`src/rtl/axi4lite_pkg.sv`:
```
// Shared AXI4-lite definitions: response codes and the LSU master FSM encoding.
package axi4lite_pkg;

  localparam logic [1:0] RESP_OKAY   = 2'b00;
  localparam logic [1:0] RESP_EXOKAY = 2'b01;
  localparam logic [1:0] RESP_SLVERR = 2'b10;
  localparam logic [1:0] RESP_DECERR = 2'b11;

  typedef enum logic [2:0] {
    ST_IDLE    = 3'd0,
    ST_RD_ADDR = 3'd1,
    ST_RD_DATA = 3'd2,
    ST_WR_REQ  = 3'd3,
    ST_WR_RESP = 3'd4,
    ST_RSP     = 3'd5
  } lsu_state_e;

  // SLVERR and DECERR both have bit 1 set; OKAY and EXOKAY do not.
  function automatic logic resp_is_err(input logic [1:0] resp);
    return resp[1];
  endfunction

endpackage

```
`src/rtl/axi4lite_lsu_master.sv`:
```
// Load/store unit to AXI4-lite bridge: one outstanding word transaction at a time.
// Handshakes: a transfer happens on a rising aclk edge where valid and ready are both high.
module axi4lite_lsu_master
  import axi4lite_pkg::*;
(
  input  logic        aclk,
  input  logic        aresetn,
  input  logic        req_valid,
  output logic        req_ready,
  input  logic        req_wen,
  input  logic [31:0] req_addr,
  input  logic [31:0] req_wdata,
  input  logic [3:0]  req_wmask,
  output logic        rsp_valid,
  input  logic        rsp_ready,
  output logic [31:0] rsp_rdata,
  output logic        rsp_err,
  output logic        awvalid,
  input  logic        awready,
  output logic [31:0] awaddr,
  output logic        wvalid,
  input  logic        wready,
  output logic [31:0] wdata,
  output logic [7:0]  wstrb,
  input  logic        bvalid,
  output logic        bready,
  input  logic [1:0]  bresp,
  output logic        arvalid,
  input  logic        arready,
  output logic [31:0] araddr,
  input  logic        rvalid,
  output logic        rready,
  input  logic [31:0] rdata,
  input  logic [1:0]  rresp
);

  lsu_state_e state;
  logic       aw_done;
  logic       w_done;
  logic       aw_hs;
  logic       w_hs;

  assign aw_hs = awvalid & awready;
  assign w_hs  = wvalid & wready;

  always_ff @(posedge aclk or negedge aresetn) begin
    if (!aresetn) begin
      state     <= ST_IDLE;
      req_ready <= 1'b0;
      rsp_valid <= 1'b0;
      rsp_rdata <= 32'h0;
      rsp_err   <= 1'b0;
      awvalid   <= 1'b0;
      awaddr    <= 32'h0;
      wvalid    <= 1'b0;
      wdata     <= 32'h0;
      wstrb     <= 8'h0;
      bready    <= 1'b0;
      arvalid   <= 1'b0;
      araddr    <= 32'h0;
      rready    <= 1'b0;
      aw_done   <= 1'b0;
      w_done    <= 1'b0;
    end else begin
      case (state)
        ST_IDLE: begin
          if (req_valid && req_ready) begin
            req_ready <= 1'b0;
            if (req_wen) begin
              state   <= ST_WR_REQ;
              awvalid <= 1'b1;
              wvalid  <= 1'b1;
              awaddr  <= req_addr;
              wdata   <= req_wdata;
              wstrb   <= {4'b0000, req_wmask};
              aw_done <= 1'b0;
              w_done  <= 1'b0;
            end else begin
              state   <= ST_RD_ADDR;
              arvalid <= 1'b1;
              araddr  <= req_addr;
            end
          end else begin
            // req_ready comes up one cycle after reset release.
            req_ready <= 1'b1;
          end
        end
        ST_RD_ADDR: begin
          if (arready) begin
            arvalid <= 1'b0;
            rready  <= 1'b1;
            state   <= ST_RD_DATA;
          end
        end
        ST_RD_DATA: begin
          if (rvalid) begin
            rready    <= 1'b0;
            rsp_rdata <= rdata;
            rsp_err   <= resp_is_err(rresp);
            rsp_valid <= 1'b1;
            state     <= ST_RSP;
          end
        end
        ST_WR_REQ: begin
          if (aw_hs) begin
            awvalid <= 1'b0;
            aw_done <= 1'b1;
          end
          if (w_hs) begin
            wvalid <= 1'b0;
            w_done <= 1'b1;
          end
          if ((aw_done || aw_hs) && (w_done || w_hs)) begin
            bready  <= 1'b1;
            aw_done <= 1'b0;
            w_done  <= 1'b0;
            state   <= ST_WR_RESP;
          end
        end
        ST_WR_RESP: begin
          if (bvalid) begin
            bready    <= 1'b0;
            rsp_rdata <= 32'h0;
            rsp_err   <= resp_is_err(bresp);
            rsp_valid <= 1'b1;
            state     <= ST_RSP;
          end
        end
        ST_RSP: begin
          if (rsp_ready) begin
            rsp_valid <= 1'b0;
            rsp_rdata <= 32'h0;
            rsp_err   <= 1'b0;
            req_ready <= 1'b1;
            awaddr    <= 32'h0;
            wdata     <= 32'h0;
            wstrb     <= 8'h0;
            araddr    <= 32'h0;
            state     <= ST_IDLE;
          end
        end
        default: begin
          state <= ST_IDLE;
        end
      endcase
    end
  end

endmodule

```
`config.mk`:
```
export PLATFORM = sky130hd
export DESIGN_NAME = axi4lite_lsu_master
export DESIGN_NICKNAME = d
export VERILOG_FILES = /design/src/rtl/axi4lite_pkg.sv /design/src/rtl/axi4lite_lsu_master.sv
export SDC_FILE = /design/constraint.sdc
export NUM_CORES = 1
export LEC_CHECK = 0
export ABC_AREA = 1
export BUFFER_PORTS_ARGS = -buffer_cell sky130_fd_sc_hd__buf_4
export CORE_MARGIN = 2
export CORE_UTILIZATION = 45
export CTS_CLUSTER_SIZE = 14
export DETAILED_ROUTE_END_ITERATION = 7
export GPL_TIMING_DRIVEN = 0
export HOLD_SLACK_MARGIN = 0.15
export PLACE_DENSITY = 0.75
export SLEW_MARGIN = 20
export SYNTH_ARGS = -nofsm -noshare
export SYNTH_HDL_FRONTEND = slang
export SYNTH_SLANG_ARGS = --single-unit
```
`constraint.sdc`:
```
create_clock -name aclk -period 1.68 [get_ports aclk]
set_input_delay 0.084 -clock aclk [delete_from_list [all_inputs] [get_ports aclk]]
set_output_delay 0.084 -clock aclk [all_outputs]
set_load 0.005 [all_outputs]
```
==> run metrics, run 1 <==
outcome finished clean; # rows 42; clock latency at the later pin of the worst-skew pair 430 ps; Tmin final between 1500 and 2000 ps; Post-Synth Adder-Cell Area 0; initial antenna violation count 0; Ports about 260; number of global-route vias before repair around 6600; Clk pin slew, worst setup/hold paths 60 ps; Simple-Gate Fraction of Synth Area 0.238; count of flip-flops with a built-in enable after synthesis 0; drt via density between 4 and 5; HPWL Detailed 12.9 mm; Mapped Area roughly 0.0061 mm^2; Async SR Flop Fraction 1.00; synthesized area per cell around 8.4 um^2; Sink Count about 150; fraction of layout cells with a size suffix above 1 0.324; WL final between 20 and 25 mm; xor-xnor portion of the synthesized cell area 0; grt met1 use 0.346; Avg WL per Cell between 15 and 20 um; drt drc 0; cell with the most instances after synthesis nand2_1; share of the synthesized area in compound gates (AO/OA/AOI/OAI) 0.0974; P&R area growth vs syn 67.4%; worst hold-check path type primary input to async pin; Leak between 5 and 6 nW; Num CTS Buffers 17; Worst Path Arrival 1960 ps; Final GP Congestion between 0.8 and 0.9; first-pass GRT wire length roughly 33 mm; Tot GR Track Use 0.299; register area share after synthesis 0.598; critical path class flop to flop; required time worst endpoint slightly below 2000 ps; Gate Count Post-Synth around 720; final-report max-slew violation count 0; TritonCTS clock tree built; Core ar. approximately 0.013 mm^2; CP max FO 10; remaining global-route overflow 0; Initial Utilization 0.460; worst reg-to-reg setup slack approximately 6.1 ps; I/O Buffers 251; Finish-stage setup viols 0; DIE AREA between 0.01 and 0.015 mm^2; Fin. Hold Viols 0; Yosys top cell by area dfrtp_1; CTS root buffer clkbuf_16; H-tree levels 4; Commonest cells post-synth nand2_1, dfrtp_1, o21ai_0, o21ai_1, inv_1; fin util 0.770; total power density per cell area between 1500 and 2000 mW/mm^2; synth top area cells dfrtp_1, nand2_1, o21ai_0; Yosys reg bits between 100 and 150; multiplexer share of the synthesized area 0; die height 120 um; largest net degree at the start of global routing 85; clock tree buffer depth 2; top cell type's share of synthesized area 0.598; initial drt markers 430; Nets approximately 1200; die width 120 um; n_diodes 0; Period Utilization, post-route 0.996; critical path endpoint category flop; Synth Flop Type dfrtp_1; Yosys warning count 0; Routed Antenna Nets 0; busiest grt layer met2; DR pass1 iterations 5; CP startpoint kind flop; met3 usage 0.0951; main combinational cell family by area after synthesis simple AND/OR/NAND/NOR gates; Peak VDD IR between 1000 and 1500 uV; RSZ-0062 raised after global routing true; M2 GR Usage 0.517; total of max-cap violations 0; Netlist cell types 25; total power roughly 20 mW; Final Skew approximately 5.7 ps; DR vias between 6000 and 7000; Fmax achieved about 0.6 GHz
==> final timing paths <==
check	start	depth (start not counted)	endpoint
max	state[0]	8	wdata[19]
min	aresetn	2	rsp_rdata[22]
max reg2reg	state[0]	8	wdata[19]
min reg2reg	w_done	2	w_done
max in group asynchronous	aresetn	3	awaddr[4]
min in group aclk	rsp_ready	4	req_ready
==> registers in the layout, summed over array words and instances, names as in the netlist <==
name       cells
awvalid        1
rsp_rdata     32
req_ready      1
wvalid         1
rready         1
araddr        32
wstrb          4
awaddr        32
rsp_valid      1
bready         1
wdata         32
rsp_err        1
w_done         1
arvalid        1
state          3
aw_done        1
==> final cells by class <==
class                      instances  area (um^2)
buffer                            42          312
multi-input combinational        488         2150
sequential                       145         3630
timing repair buffer             372         3110
clock buffer                      23          468
tap                              176          220
fill                             850         3040
inverter                          48          183
clock inverter                     9         82.6
==> cells by family after synthesis <==
kind of cell | count (synthesis)
other | 1
and+or+nand+nor | 369
buffers and inverters | 90
AOI/OAI and AO/OA | 114
DFF | 145
==> worst max-delay path, cell delays in order (launching register included) <==
cell and delay, ps:
dfrtp_1 360, buf_4 170, inv_1 150, nand2_2 120, o21ai_4 150, nand2_4 130
buf_2 220, nand2_1 100, o21ai_0 120
==> what timing repair did <==
| item | CTS | global route |
|---|---|---|
| hold buffers | 110 | 0 |
| buffers inserted | 5 | 2 |
| pin swaps | 3 | 4 |
| setup endpoints to repair | 132 | 134 |
| gates cloned | 1 | 3 |
| hold endpoints to repair | 289 | 0 |
| gates resized for setup | 27 | 73 |
==> per-layer routing <==
layer,vias to the layer above,share of wire
li1,3023,-
met1,3076,0.38
met2,275,0.51
met3,57,0.082
met4,0,0.027
met5,-,0
==> placed cells by master, fill, tap and decap left out, types with 8 or more instances in the layout <==
master and count:
dlygate4sd3_1 110, nand3_1 11, buf_4 268, nand2_2 13, o21ai_0 48, clkbuf_2 11, nand2_1 292, dfrtp_1 144
o21ai_1 55, buf_2 9, nor2_1 39, clkbuf_16 17, inv_1 46, buf_6 8
==> stage by stage <==
| step | area [um^2] | instances | setup TNS (ps) | setup WS (ps) | hold WS (ps) |
|---|---|---|---|---|---|
| 3_3_place_gp | 8180 | 1149 | -43720 | -306 | 316 |
| 5_1_grt | 10200 | 1303 | -2370 | -58.2 | 231 |
| 6_report | 10200 | 1303 | 0 | 6.06 | 190 |
| 4_1_cts | 9970 | 1298 | 0 | 2.37 | 186 |
| 3_5_place_dp | 8220 | 1150 | -32880 | -364 | 46.7 |
| 2_1_floorplan | 6080 | 722 | 0 | 168 | -212 |
==> report_power, final <==
part,total (mW),internal [mW],switching (mW)
clock network,3.59,2.11,1.48
logic,9.69,4.50,5.19
registers,6.24,5.21,1.03
Note: power is estimated with default switching activity, not from simulation.
==> run 2, diff against run 1 <==
CORE_UTILIZATION = 43   (was 45)
clock period = 1.4 ns   (was 1.68 ns; I/O delays follow)
==> run 2 against run 1 <==
  * Hold slack gained 29 ps
  * Via count grew 13%
  * Global-route usage grew 3.1 points
  * Critical path type unchanged
  * Worst setup slack lost 280 ps
  * Register-to-register slack lost 280 ps
  * Utilization grew 8.5 points
  * Non-clock buffer count grew 41
  * First-iteration DRC count grew 6.3%
  * Critical path depth is the same
  * The flow now finishes with violations (negative setup slack)
  * Clock power grew 38%
  * Sequential share of layout area shrank 5.0 points
  * Power grew 61%
==> run metrics, run 2 (synthesis gave the netlist of run 1 again) <==
# rows 43; final-report max-slew violation count 0; Reg area approximately 0.0036 mm^2; total power density per cell area 2660 mW/mm^2; Fmax achieved 0.596 GHz; Avg WL per Cell 20.8 um; most frequent cells in the layout buf_4, nand2_1, dfrtp_1; Finish-stage setup viols 139; Worst Hold Launch rsp_ready; Core ar. around 0.014 mm^2; critical path class flop to flop; critical path endpoint category flop; initial drt markers roughly 460; most common cell after layout, fill and taps aside buf_4; clock latency at the later pin of the worst-skew pair approximately 430 ps; Final GP Congestion between 0.8 and 0.9; die height approximately 120 um; fraction of layout cells with a size suffix above 1 0.479; required time worst endpoint about 1700 ps; P&R area growth vs syn 94.8%; clock tree buffer depth 2; die width about 120 um; drt via density 5.37; TritonCTS clock tree built; RR Startpoint state[1]; Peak VDD IR about 1700 uV; Final Skew approximately 16 ps; Leak approximately 6.2 nW; I/O Buffers 251; CP startpoint kind flop; CTS root buffer clkbuf_16; worst hold-check path type primary input to flop; remaining global-route overflow 0; failing checks negative setup slack; first-pass GRT wire length 37.4 mm; WL final 28.1 mm; DR pass1 iterations 5; Fin. Hold Viols 0; area of the multi-input gates ~0.0029 mm^2; RSZ-0062 raised after global routing true; PnR worst setup slack -279 ps; drt drc 0; DIE AREA approximately 0.015 mm^2; Worst Path Arrival between 1500 and 2000 ps; slew margin rel. 0.568; Routed Antenna Nets 0; Period Utilization, post-route 1.20; Tot GR Track Use 0.330; Nets roughly 1300; initial antenna violation count 1; CP Launch Point state[1]; DR vias between 7000 and 8000; Slew @ Worst Pin 648 ps; Tmin final roughly 1700 ps; Initial Utilization 0.439; HPWL Detailed between 10 and 15 mm; FILL cells 640; H-tree levels 4; outcome finished with violations; number of global-route vias before repair 7166; largest net degree at the start of global routing slightly above 80; DP Worst Slack -433 ps; total of max-cap violations 0; CP max FO 5; Sink Count roughly 150; Num CTS Buffers 17; Ports 258; total power around 31 mW; Clk pin slew, worst setup/hold paths roughly 60 ps
## run 2: power breakdown
part,total (mW),internal (mW),leakage [nW],switching (mW)
sequential,8.01,6.25,1.80,1.76
combinational,18.4,9.09,4.07,9.32
clock,4.95,3.11,0.309,1.84
total,31.4,18.5,6.19,12.9
## run 2: final cells by class
type,count,area share
clock buffer,21,0.0398
sequential,145,0.307
clock inverter,9,0.0132
buffer,39,0.0460
inverter,48,0.0158
timing repair buffer,416,0.314
antenna,1,0.000212
tap,180,0.0191
multi-input combinational,490,0.245
## run 2: path summary, 6_finish.rpt
path,endpoint,slack [ps],cells past startpoint
hold / removal,state[2],220,6
hold reg to reg,rsp_rdata[24],480,2
min in group asynchronous,rsp_rdata[27],260,2
setup / recovery,araddr[29],-280,8
setup reg to reg,araddr[29],-280,8
max in group asynchronous,awaddr[20],390,3
## run 2: repair_timing
item | 4_1_cts | 5_1_grt
pin swaps | 11 | 9
buffers inserted | 33 | 3
hold buffers | 110 | 0
hold endpoints to repair | 235 | 0
cloned | 17 | 4
resized for setup | 252 | 146
setup endpoints to repair | 138 | 142
## run 2: per-layer routing
metal	vias up	track usage	routed length, um
met2	530	0.572	14200
met5	-	0	0
met4	0	0.170	1430
li1	3137	-	-
met1	3450	0.372	9670
met3	126	0.0888	2770
## run 2: worst max-delay path, stage by stage (launching register included)
cell and delay [ps]:
dfrtp_2 460, inv_4 100, nand3_4 100, o21ai_4 250, buf_6 190, nand2_4 110, buf_8 170, nand2_1 80
o21ai_1 100
## run 2: stage by stage
stage	utilization	instance area, um^2	hold WS, ps	TNS, ps	std cells
after floorplan	-	6110	-226	-3100	722
after global placement	0.595	8220	288	-104780	1153
after detailed placement	0.597	8260	107	-47980	1154
after CTS	0.811	11200	176	-16790	1342
after global routing	0.855	11800	232	-35640	1349
final	0.855	11800	219	-25620	1349
==> run 3, diff against run 2 <==
PLACE_DENSITY = unset   (was 0.75)
PLACE_DENSITY_LB_ADDON = 0.1   (was unset)
==> run 3 against run 2 <==
  * Maximum frequency rose by 4.3%
  * Die area did not move
  * The run still ends with negative setup slack left
  * Non-clock buffer count fell by 15
  * Utilization fell by 3.8 points
  * Clock power barely moved
  * Clock skew fell by 8.0 ps
  * Largest cell class unchanged
==> run metrics, run 3 (synthesis gave the netlist of run 1 again) <==
critical path class flop to flop; DIE AREA ~0.015 mm^2; Final GP Congestion between 0.7 and 0.8; remaining global-route overflow 0; critical-path cell list inv_4 > nand3_4 > o21ai_4 > nand2_4 > buf_12 > clkbuf_16 > nand2_2 > o21ai_1; Reg area about 0.0036 mm^2; Peak VDD IR roughly 1400 uV; largest net degree at the start of global routing 78; drt via density approximately 4.9; clock latency at the later pin of the worst-skew pair ~420 ps; total of max-cap violations 0; Fin. Hold Viols 0; outcome finished with violations; total power around 28 mW; first-pass GRT wire length 32.3 mm; DR pass1 iterations 5; FILL cells just over 800; n_diodes 0; part of the power in registers 0.275; CP max FO 8; failing checks negative setup slack; Finish-stage setup viols between 100 and 150; Fmax achieved roughly 0.62 GHz; # rows 43; area of the multi-input gates 0.00266 mm^2; Int Power approximately 17 mW; CP startpoint kind flop; Slew @ Worst Pin 602 ps; Clk pin slew, worst setup/hold paths 60 ps; Ports about 260; initial antenna violation count 0; Avg WL per Cell 16.7 um; DR vias around 6500; sw power between 10 and 15 mW; final-report max-slew violation count 0; combinational share of power 0.551; total power density per cell area between 2000 and 2500 mW/mm^2; HPWL Detailed about 12 mm; switching share of power 0.387; required time worst endpoint about 1700 ps; Critical-path top delay cell dfrtp_2; worst hold-check path type primary input to flop; H-tree levels 4; Period Utilization, post-route 1.15; Tmin final 1610 ps; drt drc 0; clock share of power 0.174; Slowest Stage Delay on Critical Path 460 ps; die height roughly 120 um; Worst Path Arrival between 1500 and 2000 ps; Num CTS Buffers 17; most common cell after layout, fill and taps aside buf_4; Initial Utilization 0.439; Nets around 1300; WL final 22.2 mm; fraction of layout cells with a size suffix above 1 0.435; Sink Count about 150; Tot GR Track Use 0.278; critical path endpoint category flop; I/O Buffers 251; Layout Cells excl Fill approximately 1300; RSZ-0062 raised after global routing true; PnR worst setup slack -209 ps; Routed Antenna Nets 0; number of global-route vias before repair 6404; die width 123 um; Leak ~6 nW; P&R area growth vs syn 86.3%; clock tree buffer depth 2; initial drt markers between 300 and 400; hold bufs inserted after CTS 109; Final Skew a little over 8 ps; TritonCTS clock tree built; Inst Count DP 1154; most frequent cells in the layout buf_4, nand2_1, dfrtp_1; CTS root buffer clkbuf_16; slew margin rel. 0.598; Core ar. between 0.01 and 0.015 mm^2
## run 3: changes by cell type in the layout (fill, tap and decap cells not counted), sizes merged
cell and change:
nand2 -1, clkbuf +3, buf -15, clkinvlp +1, diode -1, dlygate4sd3 -1
clkinv -2
## run 3: area by class of cell
| class | count | share of cell area |
|---|---|---|
| sequential | 145 | 0.321 |
| timing repair buffer | 398 | 0.305 |
| multi-input combinational | 489 | 0.236 |
| buffer | 42 | 0.0463 |
| clock buffer | 23 | 0.0423 |
| tap | 180 | 0.0199 |
| inverter | 48 | 0.0163 |
| clock inverter | 8 | 0.0135 |
## run 3: routing by layer
metal / share of wire / track usage / vias up
li1: - / - / 3099
met2: 0.51 / 0.459 / 276
met1: 0.39 / 0.343 / 3122
met4: 0.023 / 0.103 / 0
met5: 0 / 0 / -
met3: 0.081 / 0.0822 / 43
## run 3: worst max-delay path, delay by kind of cell (launching register included)
family          cells  cell delay (ps)
buf+inv             3              460
simple gates        3              270
flops               1              460
compound gates      2              290
## run 3: what timing repair did
action,4_1_cts,5_1_grt
setup buffers,15,9
endpoints found under the hold margin,264,1
endpoints found under the setup margin,140,142
cloned,11,5
gates resized for setup,143,182
pin swaps,5,5
## run 3: power by group through the flow
stage	Clock, mW	Sequential (mW)	Combinational [mW]
2_1_floorplan	0	7.43	5.06
3_5_place_dp	0	7.35	10.1
3_3_place_gp	0	7.33	9.95
4_1_cts	4.91	7.42	13.0
5_1_grt	5.16	7.94	16.9
6_report	4.92	7.76	15.5
## run 3: worst paths after layout
path | start | to | slack (ps) | cells after the start
setup / recovery | state[1] | awaddr[3] | -210 | 8
hold / removal | req_valid | arvalid | 120 | 3
setup reg to reg | state[1] | awaddr[3] | -210 | 8
hold reg to reg | w_done | w_done | 470 | 2
max in group asynchronous | aresetn | state[1] | 420 | 3
min in group asynchronous | aresetn | rsp_rdata[8] | 230 | 2
## run 3: metrics by stage
step                      setup TNS (ps)  hold slack [ps]  worst slack (ps)  area [um^2]  utilization
after detailed placement          -45200             90.2              -426         8260        0.597
after floorplan                    -3100             -226             -55.3         6110            -
after global routing              -31320              145              -278        11300        0.817
after global placement           -103480              301              -428         8220        0.595
after CTS                         -18020             53.2              -174        10600        0.770
final                             -21740              118              -209        11300        0.817
